File: src/rtl/dispense_pkg.sv
// Shared types and constants for the candy dispense sequencer.
package dispense_pkg;

    // Carousel position register width (saturating step count from home).
    localparam int POS_W = 11;

    // dcmotor output bit positions.
    localparam int DC_FAST = 0;
    localparam int DC_SLOW = 1;
    localparam int DC_GATE = 2;

    typedef enum logic [2:0] {
        IDLE,
        SETUP_OUT,
        MOVE_OUT,
        DISPENSE,
        SETUP_RET,
        MOVE_RET,
        FINISH
    } seq_state_t;

    typedef enum logic [1:0] {
        RUN_FAST,
        RUN_SLOW,
        GAP
    } dc_phase_t;

    // Step count from home to a bin; bin 1 sits at home, sel 0 maps to home.
    function automatic logic [POS_W-1:0] bin_target(input logic [2:0] bin_sel,
                                                    input int steps_per_bin);
        int t;
        t = (int'(bin_sel) - 1) * steps_per_bin;
        if (t < 0) begin
            t = 0;
        end
        if (t > (2 ** POS_W) - 1) begin
            t = (2 ** POS_W) - 1;
        end
        return t[POS_W-1:0];
    endfunction

endpackage

File: src/rtl/step_pulse_gen.sv
// Free-running stepper pulse generator: while start is held it emits
// STEP_DIV clocks high, STEP_DIV clocks low, and strobes step_done on
// each falling edge. Also registers the direction pin.
module step_pulse_gen #(
    parameter int STEP_DIV = 6000
) (
    input  logic clk,
    input  logic rstn,
    input  logic start,
    input  logic dir_in,
    output logic step,
    output logic step_done,
    output logic dir
);

    localparam int DIV_W = (STEP_DIV > 1) ? $clog2(STEP_DIV) : 1;

    logic [DIV_W-1:0] div_cnt_reg;
    logic             step_reg;
    logic             done_reg;
    logic             dir_reg;

    // Half-period counter; dropping start parks the output low immediately.
    always_ff @(posedge clk or negedge rstn) begin
        if (!rstn) begin
            div_cnt_reg <= '0;
            step_reg    <= 1'b0;
            done_reg    <= 1'b0;
            dir_reg     <= 1'b0;
        end else begin
            dir_reg  <= dir_in;
            done_reg <= 1'b0;
            if (!start) begin
                div_cnt_reg <= '0;
                step_reg    <= 1'b0;
            end else if (div_cnt_reg == '0) begin
                step_reg    <= ~step_reg;
                div_cnt_reg <= DIV_W'(STEP_DIV - 1);
                done_reg    <= step_reg;
            end else begin
                div_cnt_reg <= div_cnt_reg - DIV_W'(1);
            end
        end
    end

    assign step      = step_reg;
    assign step_done = done_reg;
    assign dir       = dir_reg;

endmodule

File: src/rtl/dispense_sequencer.sv
// Candy dispense sequencer: on a Pi request, index the carousel out to the
// selected bin, run the auger/gate for the requested units, return home and
// pulse done. SLOW_CYCLES and GAP_CYCLES must be at least 1.
module dispense_sequencer
    import dispense_pkg::*;
#(
    parameter int STEP_DIV      = 6000,
    parameter int STEPS_PER_BIN = 200,
    parameter int DC_ON_CYCLES  = 1200000,
    parameter int SLOW_CYCLES   = 300000,
    parameter int GAP_CYCLES    = 600000
) (
    input  logic       clk_x1,
    input  logic       rstn,
    input  logic [2:0] sel,
    input  logic [1:0] amount,
    input  logic       candyflag,
    output logic       step,
    output logic       dir,
    output logic [2:0] dcmotor,
    output logic       busy,
    output logic       done
);

    localparam int FAST_CYCLES = DC_ON_CYCLES - SLOW_CYCLES;

    logic             sync1_reg, sync2_reg, sync3_reg, edge_reg;
    logic [2:0]       fill_reg;
    seq_state_t       state_reg, state_next;
    dc_phase_t        phase_reg, phase_next;
    logic [31:0]      cnt_reg, cnt_next;
    logic [2:0]       sel_reg, sel_next;
    logic [2:0]       units_reg, units_next;
    logic [POS_W-1:0] pos_reg, pos_next;
    logic [POS_W-1:0] target;
    logic             busy_reg, busy_next;
    logic             done_reg, done_next;
    logic [2:0]       dc_reg, dc_next;
    logic             gen_start, dir_next;
    logic             step_w, step_done_w, dir_w;

    assign target = bin_target(sel_reg, STEPS_PER_BIN);

    // Request synchronizer and rising-edge detect; fill_reg masks the edge
    // until the chain holds real pin samples, so a flag held high through
    // reset is not mistaken for a new request.
    always_ff @(posedge clk_x1 or negedge rstn) begin
        if (!rstn) begin
            sync1_reg <= 1'b0;
            sync2_reg <= 1'b0;
            sync3_reg <= 1'b0;
            fill_reg  <= '0;
            edge_reg  <= 1'b0;
        end else begin
            sync1_reg <= candyflag;
            sync2_reg <= sync1_reg;
            sync3_reg <= sync2_reg;
            fill_reg  <= {fill_reg[1:0], 1'b1};
            edge_reg  <= sync2_reg & ~sync3_reg & fill_reg[2];
        end
    end

    // Next-state, counters and registered-output values.
    always_comb begin
        state_next = state_reg;
        phase_next = phase_reg;
        cnt_next   = cnt_reg;
        sel_next   = sel_reg;
        units_next = units_reg;
        pos_next   = pos_reg;

        case (state_reg)
            IDLE: begin
                if (edge_reg && (sel != 3'd0)) begin
                    sel_next   = sel;
                    units_next = {1'b0, amount} + 3'd1;
                    state_next = SETUP_OUT;
                end
            end
            SETUP_OUT: begin
                state_next = (pos_reg == target) ? DISPENSE : MOVE_OUT;
            end
            MOVE_OUT: begin
                if (step_done_w) begin
                    if (pos_reg != '1) begin
                        pos_next = pos_reg + POS_W'(1);
                    end
                    if (pos_next >= target) begin
                        state_next = DISPENSE;
                    end
                end
            end
            DISPENSE: begin
                case (phase_reg)
                    RUN_FAST: begin
                        if (cnt_reg == 32'(FAST_CYCLES - 1)) begin
                            phase_next = RUN_SLOW;
                            cnt_next   = '0;
                        end else begin
                            cnt_next = cnt_reg + 32'd1;
                        end
                    end
                    RUN_SLOW: begin
                        if (cnt_reg == 32'(SLOW_CYCLES - 1)) begin
                            phase_next = GAP;
                            cnt_next   = '0;
                        end else begin
                            cnt_next = cnt_reg + 32'd1;
                        end
                    end
                    GAP: begin
                        if (cnt_reg == 32'(GAP_CYCLES - 1)) begin
                            cnt_next = '0;
                            if (units_reg <= 3'd1) begin
                                state_next = SETUP_RET;
                            end else begin
                                units_next = units_reg - 3'd1;
                                phase_next = RUN_FAST;
                            end
                        end else begin
                            cnt_next = cnt_reg + 32'd1;
                        end
                    end
                    default: phase_next = RUN_FAST;
                endcase
            end
            SETUP_RET: begin
                state_next = (pos_reg == '0) ? FINISH : MOVE_RET;
            end
            MOVE_RET: begin
                if (step_done_w) begin
                    if (pos_reg != '0) begin
                        pos_next = pos_reg - POS_W'(1);
                    end
                    if (pos_next == '0) begin
                        state_next = FINISH;
                    end
                end
            end
            FINISH: begin
                state_next = IDLE;
            end
            default: state_next = IDLE;
        endcase

        // Every entry into DISPENSE starts the first unit from a clean count.
        if ((state_next == DISPENSE) && (state_reg != DISPENSE)) begin
            phase_next = RUN_FAST;
            cnt_next   = '0;
        end

        // Outputs are derived from the next state so the pins line up with it.
        busy_next = (state_next != IDLE);
        done_next = (state_next == FINISH);
        dc_next   = '0;
        if (state_next == DISPENSE) begin
            dc_next[DC_GATE] = 1'b1;
            dc_next[DC_FAST] = (phase_next == RUN_FAST);
            dc_next[DC_SLOW] = (phase_next == RUN_SLOW);
        end
        gen_start = (state_next == MOVE_OUT) || (state_next == MOVE_RET);
        dir_next  = dir_w;
        if (state_next == SETUP_OUT) begin
            dir_next = 1'b1;
        end else if (state_next == SETUP_RET) begin
            dir_next = 1'b0;
        end
    end

    // Sequencer state, counters and output registers.
    always_ff @(posedge clk_x1 or negedge rstn) begin
        if (!rstn) begin
            state_reg <= IDLE;
            phase_reg <= RUN_FAST;
            cnt_reg   <= '0;
            sel_reg   <= '0;
            units_reg <= '0;
            pos_reg   <= '0;
            busy_reg  <= 1'b0;
            done_reg  <= 1'b0;
            dc_reg    <= '0;
        end else begin
            state_reg <= state_next;
            phase_reg <= phase_next;
            cnt_reg   <= cnt_next;
            sel_reg   <= sel_next;
            units_reg <= units_next;
            pos_reg   <= pos_next;
            busy_reg  <= busy_next;
            done_reg  <= done_next;
            dc_reg    <= dc_next;
        end
    end

    step_pulse_gen #(
        .STEP_DIV (STEP_DIV)
    ) u_step_gen (
        .clk       (clk_x1),
        .rstn      (rstn),
        .start     (gen_start),
        .dir_in    (dir_next),
        .step      (step_w),
        .step_done (step_done_w),
        .dir       (dir_w)
    );

    assign step    = step_w;
    assign dir     = dir_w;
    assign dcmotor = dc_reg;
    assign busy    = busy_reg;
    assign done    = done_reg;

endmodule

File: config.mk
export PLATFORM = sky130hd
export DESIGN_NAME = dispense_sequencer
export DESIGN_NICKNAME = d
export VERILOG_FILES = /design/src/rtl/dispense_pkg.sv /design/src/rtl/step_pulse_gen.sv /design/src/rtl/dispense_sequencer.sv
export SDC_FILE = /design/constraint.sdc
export NUM_CORES = 1
export LEC_CHECK = 0
export ABC_AREA = 0
export CAP_MARGIN = 20
export CORE_ASPECT_RATIO = 1.4
export CORE_MARGIN = 1.5
export CORE_UTILIZATION = 45
export DETAILED_ROUTE_END_ITERATION = 16
export GPL_TIMING_DRIVEN = 0
export HOLD_SLACK_MARGIN = 0.1
export PLACE_DENSITY = 0.63
export SLEW_MARGIN = 20
export SYNTH_ARGS = -nofsm -noshare
export SYNTH_HDL_FRONTEND = slang
export SYNTH_SLANG_ARGS = --single-unit
File: constraint.sdc
create_clock -name clk_x1 -period 9.1 [get_ports clk_x1]
set_clock_uncertainty 0.2 [all_clocks]
set_input_delay 1.82 -clock clk_x1 [delete_from_list [all_inputs] [get_ports clk_x1]]
set_output_delay 1.82 -clock clk_x1 [all_outputs]
set_load 0.02 [all_outputs]
# --- Word-level counts from Yosys, hierarchy flattened ---
# Cells that the tools add are included.
word_totals:
  reg_bits: 82
  latch_bits: 0
  ramBits: 0
  romBits: 0
  input_bits: 8
  out_inout_bits: 7
  memories: 0
op_classes:
  addsub: 7
  mul: 1
  div: 0
  magnitude_cmp: 4
  eq_ne: 27
  shift: 0
  mux: 49
  bitwise: 4
  n_reduce_logical: 21
op_table:
  columns: ["operator", "count"]
  rows:
  - ["2-to-1 mux 32 bit", 6]
  - ["2-to-1 mux 11 bit", 9]
  - ["one-hot mux 32 bit (3 select lines)", 1]
  - ["== test 32 x 20 -> 1 bit, second input constant", 2]
  - ["2-to-1 mux 3 bit", 13]
  - ["adder 32 x 1 -> 32 bit, second input constant", 1]
  - ["== test 32 x 19 -> 1 bit, second input constant", 1]
  - ["> comparator 32 x 12 -> 1 bit, second input constant", 1]
  - ["2-to-1 mux 13 bit", 2]
  - ["logical NOT 11 bit", 2]
  - ["one-hot mux 11 bit (2 select lines)", 1]
  - ["one-hot mux 3 bit (6 select lines)", 1]
  - ["== test 3 bit, second input constant", 5]
  - ["2-to-1 mux 2 bit", 7]
  - ["logical NOT 13 bit", 1]
  - ["< comparator 13 x 1 -> 1 bit, second input constant", 1]
  - ["subtractor 13 x 1 -> 13 bit, second input constant", 1]
  - ["== test 3 x 2 -> 1 bit, second input constant", 4]
  - ["adder 11 x 1 -> 11 bit, second input constant", 1]
  - ["== test 11 bit", 1]
  - ["greater-or-equal comparator 11 bit", 1]
  - ["!= test 11 bit, second input constant", 1]
  - ["nonzero test 11 bit", 1]
  - ["subtractor 11 x 1 -> 11 bit, second input constant", 1]
  - ["26 further kinds", 48]

# --- Longest topological paths before layout ---
# Gate-level depths: netlist of the first run.
depth:
  word_depth: 15
  ltp_mapped: 26
  ltp_nobuf: 22

# --- Modules after synthesis ---
# A second synthesis of the first run with hierarchy kept.
hier_totals:
  cells_unflattened: 729
  hier_area_um2: 6099.6
by_module_without_submodules:
  columns: ["mod", "instances", "cells_each", "area_each_um2"]
  rows:
  - ["dispense_sequencer", 1, 659, 5265.0]
  - ["step_pulse_gen", 1, 70, 834.6]

# --- Worst setup path after synthesis of the first run ---
# No wires, ideal clock.
synth_timing:
  path_kind: "register to register"
  from: "reg sel_reg[2]"
  to: "reg cnt_reg[16]"
  setup_time_ns: 0.080
  arrival_ns: 5.216
  required_ns: 8.820
  path_slack_ns: 3.604
  stages_incl_launch_ff: 26
  synth_period_minus_slack_ns: 5.496
  path_cell_list: "dfrtp_1 or3_1 buf_6 inv_8 nor2_1 xnor2_1 ha_1 or2_2 fa_1 ha_1 and3_1 o21ai_1 and2_1 o21ai_0 ha_1 a21o_1 a21o_1 a21o_1 a21oi_1 o21ai_0 o21a_1 buf_6 or2_1 buf_6 buf_8 a31oi_4"
synth_between:
  elab_chain_cells: 14
synth_rtl:
  columns: ["item", "line_no", "source"]
  rows:
  - ["from (decl)", "dispense_sequencer.sv:32", "logic [2:0] sel_reg, sel_next;"]
  - ["from (signal assigned)", "dispense_sequencer.sv:186", "sel_reg <= sel_next;"]
  - ["subtractor 3 x 1 -> 4 bit *", "dispense_pkg.sv:32", "t = (int'(bin_sel) - 1) * steps_per_bin;"]
  - ["multiplier 4 x 6 -> 10 bit *", "dispense_pkg.sv:32", null]
  - ["< comparator 13 x 1 -> 1 bit", "dispense_pkg.sv:33", "if (t < 0) begin"]
  - ["2-to-1 mux 32 bit *", "dispense_pkg.sv:33", null]
  - ["> comparator 32 x 12 -> 1 bit", "dispense_pkg.sv:36", "if (t > (2 ** POS_W) - 1) begin"]
  - ["2-to-1 mux 11 bit *", "dispense_pkg.sv:36", null]
  - ["greater-or-equal comparator 11 bit", "dispense_sequencer.sv:88", "if (pos_next >= target) begin"]
  - ["2-to-1 mux 3 bit", "dispense_sequencer.sv:88", null]
  - ["2-to-1 mux 3 bit", "dispense_sequencer.sv:84", "if (step_done_w) begin"]
  - ["one-hot mux 3 bit (6 select lines) *", "dispense_sequencer.sv:72", "case (state_reg)"]
  - ["== test 3 x 2 -> 1 bit *", "dispense_sequencer.sv:147", "if ((state_next == DISPENSE) && (state_reg != DISPENSE)) begin"]
  - ["logical AND 1 bit *", "dispense_sequencer.sv:147", null]
  - ["nonzero test 4 bit (no source line) or nonzero test 2 bit (tied branches)", null, null]
  - ["AND reduction 2 bit (no source line)", null, null]
  - ["to (signal assigned)", "dispense_sequencer.sv:185", "cnt_reg <= cnt_next;"]
  - ["to (decl)", "dispense_sequencer.sv:31", "logic [31:0] cnt_reg, cnt_next;"]
# Mark *: on every way between the ends. The rest lies on a longest branch, timed or not.
# A chain may end at the register's enable or synchronous reset.

# --- Final worst setup path of the first run ---
layout_timing:
  from: "reg sel_reg[1]"
  to: "reg cnt_reg[25]"
# The elaborated chain is that of the path after synthesis.

==> results of run 1 <==
[cell type report]
type                       instances  area, sq um
buffer                            35          180
fill                            1233         6230
clock inverter                     6          115
tap                              153          191
multi-input combinational        554         3590
sequential                        82         2050
clock buffer                       9          225
timing repair buffer              16          178
inverter                          28          113
[power breakdown]
group	leakage [nW]	switching [mW]	internal, mW
registers	0.908	0.000414	0.366
clock network	0.162	0.151	0.268
logic	1.73	0.00896	0.00476
total	2.80	0.160	0.639
[critical path: cells and delay by family, from the launching register on]
kind / cells / cell delay [ps]
AOI/OAI and AO/OA: 9 / 1890
and+or+nand+nor: 6 / 1820
adders and majority gates: 4 / 1350
DFF: 1 / 460
buffers and inverters: 3 / 390
xor gates and xnor gates: 1 / 130
[cell families after synthesis]
group | count (synthesis) | share of synthesized area [%]
DFF | 82 | 34.6
AOI/OAI and AO/OA | 202 | 23.0
buffers and inverters | 63 | 4.93
other | 1 | 0.0632
muxes | 2 | 0.379
and+or+nand+nor | 285 | 25.2
adders and majority gates | 36 | 7.71
xor gates and xnor gates | 28 | 4.13
[how the worst max path moves through the flow]
stage,end,cells past startpoint
2_1_floorplan,cnt_reg[16],25
3_3_place_gp,sel_reg[2],1
3_5_place_dp,cnt_reg[25],23
4_1_cts,cnt_reg[25],23
5_1_grt,cnt_reg[25],23
6_report,cnt_reg[25],23
[through the flow]
stage / power (mW) / utilization (%) / cell area (sq um)
floorplan: 0.374 / - / 5940
global placement: 0.386 / 48.7 / 6270
detailed placement: 0.388 / 49.0 / 6310
CTS: 0.809 / 51.6 / 6650
global route: 0.825 / 51.6 / 6650
finish: 0.799 / 51.6 / 6650
[per-layer routing]
metal	up-vias	share of wire, %	routed length [um]
li1	2633	-	-
met1	2652	39	6240
met2	155	53	8500
met3	62	2.9	467
met4	0	5.2	841
met5	-	0	0
[synth_stat cells, types with 9 or more instances]
cell	instances
nor3_1	27
a31oi_1	14
o21ai_0	44
xor2_1	11
dfrtp_1	82
a21oi_1	59
a21o_1	10
ha_1	35
o31ai_1	9
inv_1	27
nor2_1	58
nand2_1	70
nand3_1	23
nand4_1	11
nor4b_1	9
nor4_1	19
and3_1	13
clkbuf_1	27
xnor2_1	17
==> impl_metrics.env, run 1 <==
export IMPL_status="finished, final reports clean"
export IMPL_synth_warnings=0
export IMPL_synth_largest_area_cell="dfrtp_1"
export IMPL_drc=0
export IMPL_io_pins=15
export IMPL_yosysUniqueCellTypes=74
export IMPL_setup_worst_path_start="sel_reg[1]"
export IMPL_seq_area_frac_synth_pct=34.6
export IMPL_cts_max_level=3
export IMPL_avgSynthCellArea_sq_um=8.49
export IMPL_power_leakage_nw=2.80
export IMPL_hold_end="fill_reg[2]"
export IMPL_crit_type="reg -> reg"
export IMPL_wl_per_cell_um=18.2
export IMPL_grt_util_met2_pct=44.4
export IMPL_crit_chain="or3_1 -> buf_6 -> inv_8 -> nor2_1 -> xnor2_1 -> ha_1 -> or2_2 -> fa_1 -> ha_1 -> and3_1 -> o21ai_1 -> and2_1 -> o21ai_0 -> ha_1 -> a21o_1 -> a21o_1 -> a21oi_1 -> o21a_1 -> o21ai_0 -> o21a_1 -> buf_6 -> nor2_1 -> a221o_1"
export IMPL_core_area_sq_um=12900
export IMPL_synth_cells=699
export IMPL_vdd_drop_max_v=0.000131
export IMPL_numCtsBuffers=9
export IMPL_firstDrtPassIters=5
export IMPL_setup_viol=0
export IMPL_fin_crit_sh_pct=69.4
export IMPL_die_w_um=100
export IMPL_rr_worst_depth=23
export IMPL_fin_crit_ps=6310
export IMPL_drive_gt1_share_pct=7.53
export IMPL_hp_start="fill_reg[1]"
export IMPL_cts_root_buf="clkbuf_16"
export IMPL_insertion_delay_ps=340
export IMPL_initialDrtViolationCount=308
export IMPL_power_density_nw_per_um2=120
export IMPL_tns_ps=0
export IMPL_initial_core_util_pct=46.1
export IMPL_dp_cells=868
export IMPL_post_place_ws_ps=2910
export IMPL_post_cts_buffers=0
export IMPL_synth_area_top_cells="dfrtp_1, ha_1, a21oi_1"
export IMPL_cts_buffer_depth=2
export IMPL_gr_usage_met1_pct=26.3
export IMPL_grtUsageMet3_pct=2.82
export IMPL_final_common_cell="dfrtp_1"
export IMPL_largest_reg_flops=32
export IMPL_finalWorstSetupSlack_ps=2790
export IMPL_critPathCaptureType="register"
export IMPL_min_path_cells=0
export IMPL_mostFrequentLayoutCells="dfrtp_1, nand2_1, a21oi_1"
export IMPL_cts_tree="done"
export IMPL_r2r_setup_slack_ps=2790
export IMPL_busiest_layer="met2"
export IMPL_cts_hold_fix_buffers=0
export IMPL_crit_fanout=10
export IMPL_grt_pass1_vias=5555
export IMPL_worst_endpoint_arrival_ps=6380
export IMPL_hold_class="reg -> reg"
export IMPL_fmax_mhz=158
export IMPL_gr_total_overflow=0
export IMPL_reg2reg_to="cnt_reg[25]"
export IMPL_route_antenna_remaining_nets=0
export IMPL_num_antenna_cells=0
export IMPL_routed_wl_mm=16.0
export IMPL_synth_edf_count=0
export IMPL_synth_async_sr_flop_share_pct=100
export IMPL_rsz0062_at_grt="false"
export IMPL_maxCapViolations=0
export IMPL_syn_nets=743
export IMPL_gp_congestion=0.951
export IMPL_synth_ff_type="dfrtp_1"
export IMPL_grt_pass1_wl_mm=26.8
export IMPL_portBuffers=14
export IMPL_critical_path_most_common_cell="ha_1"
export IMPL_antenna_found_initial=0
export IMPL_grt_max_degree=34
export IMPL_clk_pin_slew_ps=60
export IMPL_netlist_area_sq_um=5940
export IMPL_dieArea_sq_um=13900
export IMPL_vias=5502
export IMPL_hold_viol=0
export IMPL_syn_to_final_growth_pct=11.9
export IMPL_yosysTopAreaCellShare_pct=34.6
export IMPL_slowest_delay_ps=540
export IMPL_instances_no_fill=883
export IMPL_finalNetCount=770
export IMPL_tightest_slew_ps=1010
export IMPL_worstReg2RegStart="sel_reg[1]"
export IMPL_rows=49
export IMPL_ys_seq_elements=82
export IMPL_cts_sinks=82
export IMPL_crit_required_ps=9160
export IMPL_die_h_um=139
export IMPL_setup_worst_path_start_class="register"
export IMPL_cp_slowest_cell="nor2_1"
export IMPL_cts_resized=0
export IMPL_dpl_hpwl_mm=12.2
export IMPL_avgViaCountPerCell=6.23
export IMPL_slew_headroom_pct=32.0
export IMPL_final_max_slew_viol_count=0
export IMPL_timing_hold_ws_ps=155
export IMPL_grt_usage_pct=24.2
Note: power is estimated with default switching activity, not from simulation.
==> run 2: changes to the inputs <==
==> constraint.sdc (replaced) <==
create_clock -name clk_x1 -period 6.2 [get_ports clk_x1]
set_clock_uncertainty 0.2 [all_clocks]
set_input_delay 1.24 -clock clk_x1 [delete_from_list [all_inputs] [get_ports clk_x1]]
set_output_delay 1.24 -clock clk_x1 [all_outputs]
set_load 0.02 [all_outputs]
==> run 2 against run 1 <==
Register-to-register slack worse by 2500 ps. Utilization grew 0.16 points. Die area is the same. Setup slack worse by 2500 ps. Clock power up 47%. Sequential power is 47% higher. Non-clock buffer count unchanged. Maximum frequency rose by 6.4%. Highest routed layer unchanged.
==> impl_metrics.env, run 2 (synthesis results as in run 1) <==
export IMPL_io_pins=15
export IMPL_seqPwrFrac_pct=45.9
export IMPL_numCtsBuffers=9
export IMPL_crit_fanout=10
export IMPL_cts_max_level=3
export IMPL_cp_buffers_inverters=6
export IMPL_antenna_found_initial=0
export IMPL_worst_endpoint_arrival_ps=5990
export IMPL_vdd_drop_max_v=0.000193
export IMPL_slew_headroom_pct=36.1
export IMPL_finalNetCount=770
export IMPL_setup_worst_path_start_class="register"
export IMPL_die_h_um=139
export IMPL_switching_share_pct=20.0
export IMPL_p_clk_share_pct=52.4
export IMPL_firstDrtPassIters=4
export IMPL_tns_ps=0
export IMPL_initial_core_util_pct=46.1
export IMPL_route_antenna_remaining_nets=0
export IMPL_syn_to_final_growth_pct=12.3
export IMPL_drc=0
export IMPL_worstReg2RegStart="sel_reg[1]"
export IMPL_mostFrequentLayoutCells="dfrtp_1, nand2_1, a21oi_1"
export IMPL_power_density_nw_per_um2=176
export IMPL_rows=49
export IMPL_crit_required_ps=6260
export IMPL_crit_type="reg -> reg"
export IMPL_hp_start="fill_reg[1]"
export IMPL_path_delay_family="compound AO/OA/AOI/OAI gates"
export IMPL_final_max_slew_viol_count=0
export IMPL_hold_viol=0
export IMPL_p_sw_mw=0.235
export IMPL_fin_crit_ps=5940
export IMPL_portBuffers=14
export IMPL_cts_sinks=82
export IMPL_largest_reg_flops=32
export IMPL_rsz0062_at_grt="false"
export IMPL_maxCapViolations=0
export IMPL_insertion_delay_ps=340
export IMPL_core_area_sq_um=12900
export IMPL_hold_class="reg -> reg"
export IMPL_initialDrtViolationCount=333
export IMPL_fin_crit_sh_pct=95.7
export IMPL_cp_slowest_cell="fa_1"
export IMPL_gr_total_overflow=0
export IMPL_final_common_cell="dfrtp_1"
export IMPL_tightest_slew_ps=945
export IMPL_setup_worst_path_start="sel_reg[1]"
export IMPL_combPwrFrac_pct=1.7
export IMPL_power_leakage_nw=2.81
export IMPL_critPathCaptureType="register"
export IMPL_cts_root_buf="clkbuf_16"
export IMPL_grt_pass1_vias=5555
export IMPL_post_cts_buffers=0
export IMPL_dpl_hpwl_mm=12.2
export IMPL_fmax_mhz=168
export IMPL_dieArea_sq_um=13900
export IMPL_setup_viol=0
export IMPL_drive_gt1_share_pct=8.22
export IMPL_avgViaCountPerCell=6.29
export IMPL_p_total_mw=1.17
export IMPL_clk_pin_slew_ps=60
export IMPL_grt_usage_pct=24.2
export IMPL_die_w_um=100
export IMPL_cts_buffer_depth=2
export IMPL_vias=5554
export IMPL_routed_wl_mm=16.1
export IMPL_gp_congestion=0.951
export IMPL_status="finished, final reports clean"
export IMPL_grt_pass1_wl_mm=26.8
export IMPL_grt_max_degree=34
export IMPL_slowest_delay_ps=470
export IMPL_num_antenna_cells=0
export IMPL_cts_tree="done"
export IMPL_wl_per_cell_um=18.2
export IMPL_intPower_mw=0.938
## run 2: changes by cell type in the layout (fill, tap and decap cells not counted)
cell	delta
a21oi_1	-1
a21oi_2	+1
and2_1	-1
and2_2	+1
and3_1	-1
and3_2	+1
nor2_1	-1
nor2_2	+1
o21ai_0	-1
o21ai_4	+1
## run 2: power groups by stage
stage / clock network [mW] / logic [mW] / registers, mW
5_1_grt: 0.650 / 0.0234 / 0.538
6_report: 0.615 / 0.0202 / 0.538
3_5_place_dp: 0 / 0.0211 / 0.548
4_1_cts: 0.629 / 0.0212 / 0.538
2_1_floorplan: 0 / 0.00115 / 0.548
3_3_place_gp: 0 / 0.0179 / 0.548
## run 2: worst paths after layout
kind / end / slack [ps] / depth (start not counted)
max: cnt_reg[26] / 260 / 25
max in group asynchronous: busy / 4490 / 3
min in group asynchronous: phase_reg[0] / 610 / 1
max reg2reg: cnt_reg[26] / 260 / 25
min: fill_reg[2] / 160 / 0
min reg2reg: fill_reg[2] / 160 / 0
## run 2: worst reg2reg max path, delay by kind of cell, from the launching register on
family / cells / cell delay [ps]
compound gates: 8 / 1740
fa+ha+maj: 4 / 1300
simple gates: 6 / 1260
buf+inv: 6 / 760
flops: 1 / 460
xor+xnor: 1 / 130
## run 2: metal layers
metal	vias to the layer above	track usage [%]	part of all wire (%)
li1	2635	-	-
met1	2702	26.3	39
met2	154	44.4	53
met3	63	2.82	3.1
met4	0	13.9	5.2
met5	-	0	0
## run 2: final cells by class
cell class                 count  area [sq um]
tap                          153           191
fill                        1231          6210
timing repair buffer          16           178
inverter                      28           113
clock inverter                 6           115
sequential                    82          2050
clock buffer                   9           225
multi-input combinational    554          3610
buffer                        35           180
## run 2: repair_timing
item                       in CTS  in global routing
gates resized for setup         1                  6
setup endpoints to repair       5                 39
pin swaps                       0                  1
hold buffers                    0                  0
## run 2: per-stage QoR
step,hold slack (ps),worst slack [ps],std cells,util [%],instance area (sq um)
after CTS,160,52.4,883,51.6,6650
after floorplan,131,704,699,-,5940
after global placement,133,96.8,866,48.7,6270
after global routing,177,10.8,883,51.8,6670
final,156,264,883,51.8,6670
after detailed placement,146,11.3,868,49.0,6310
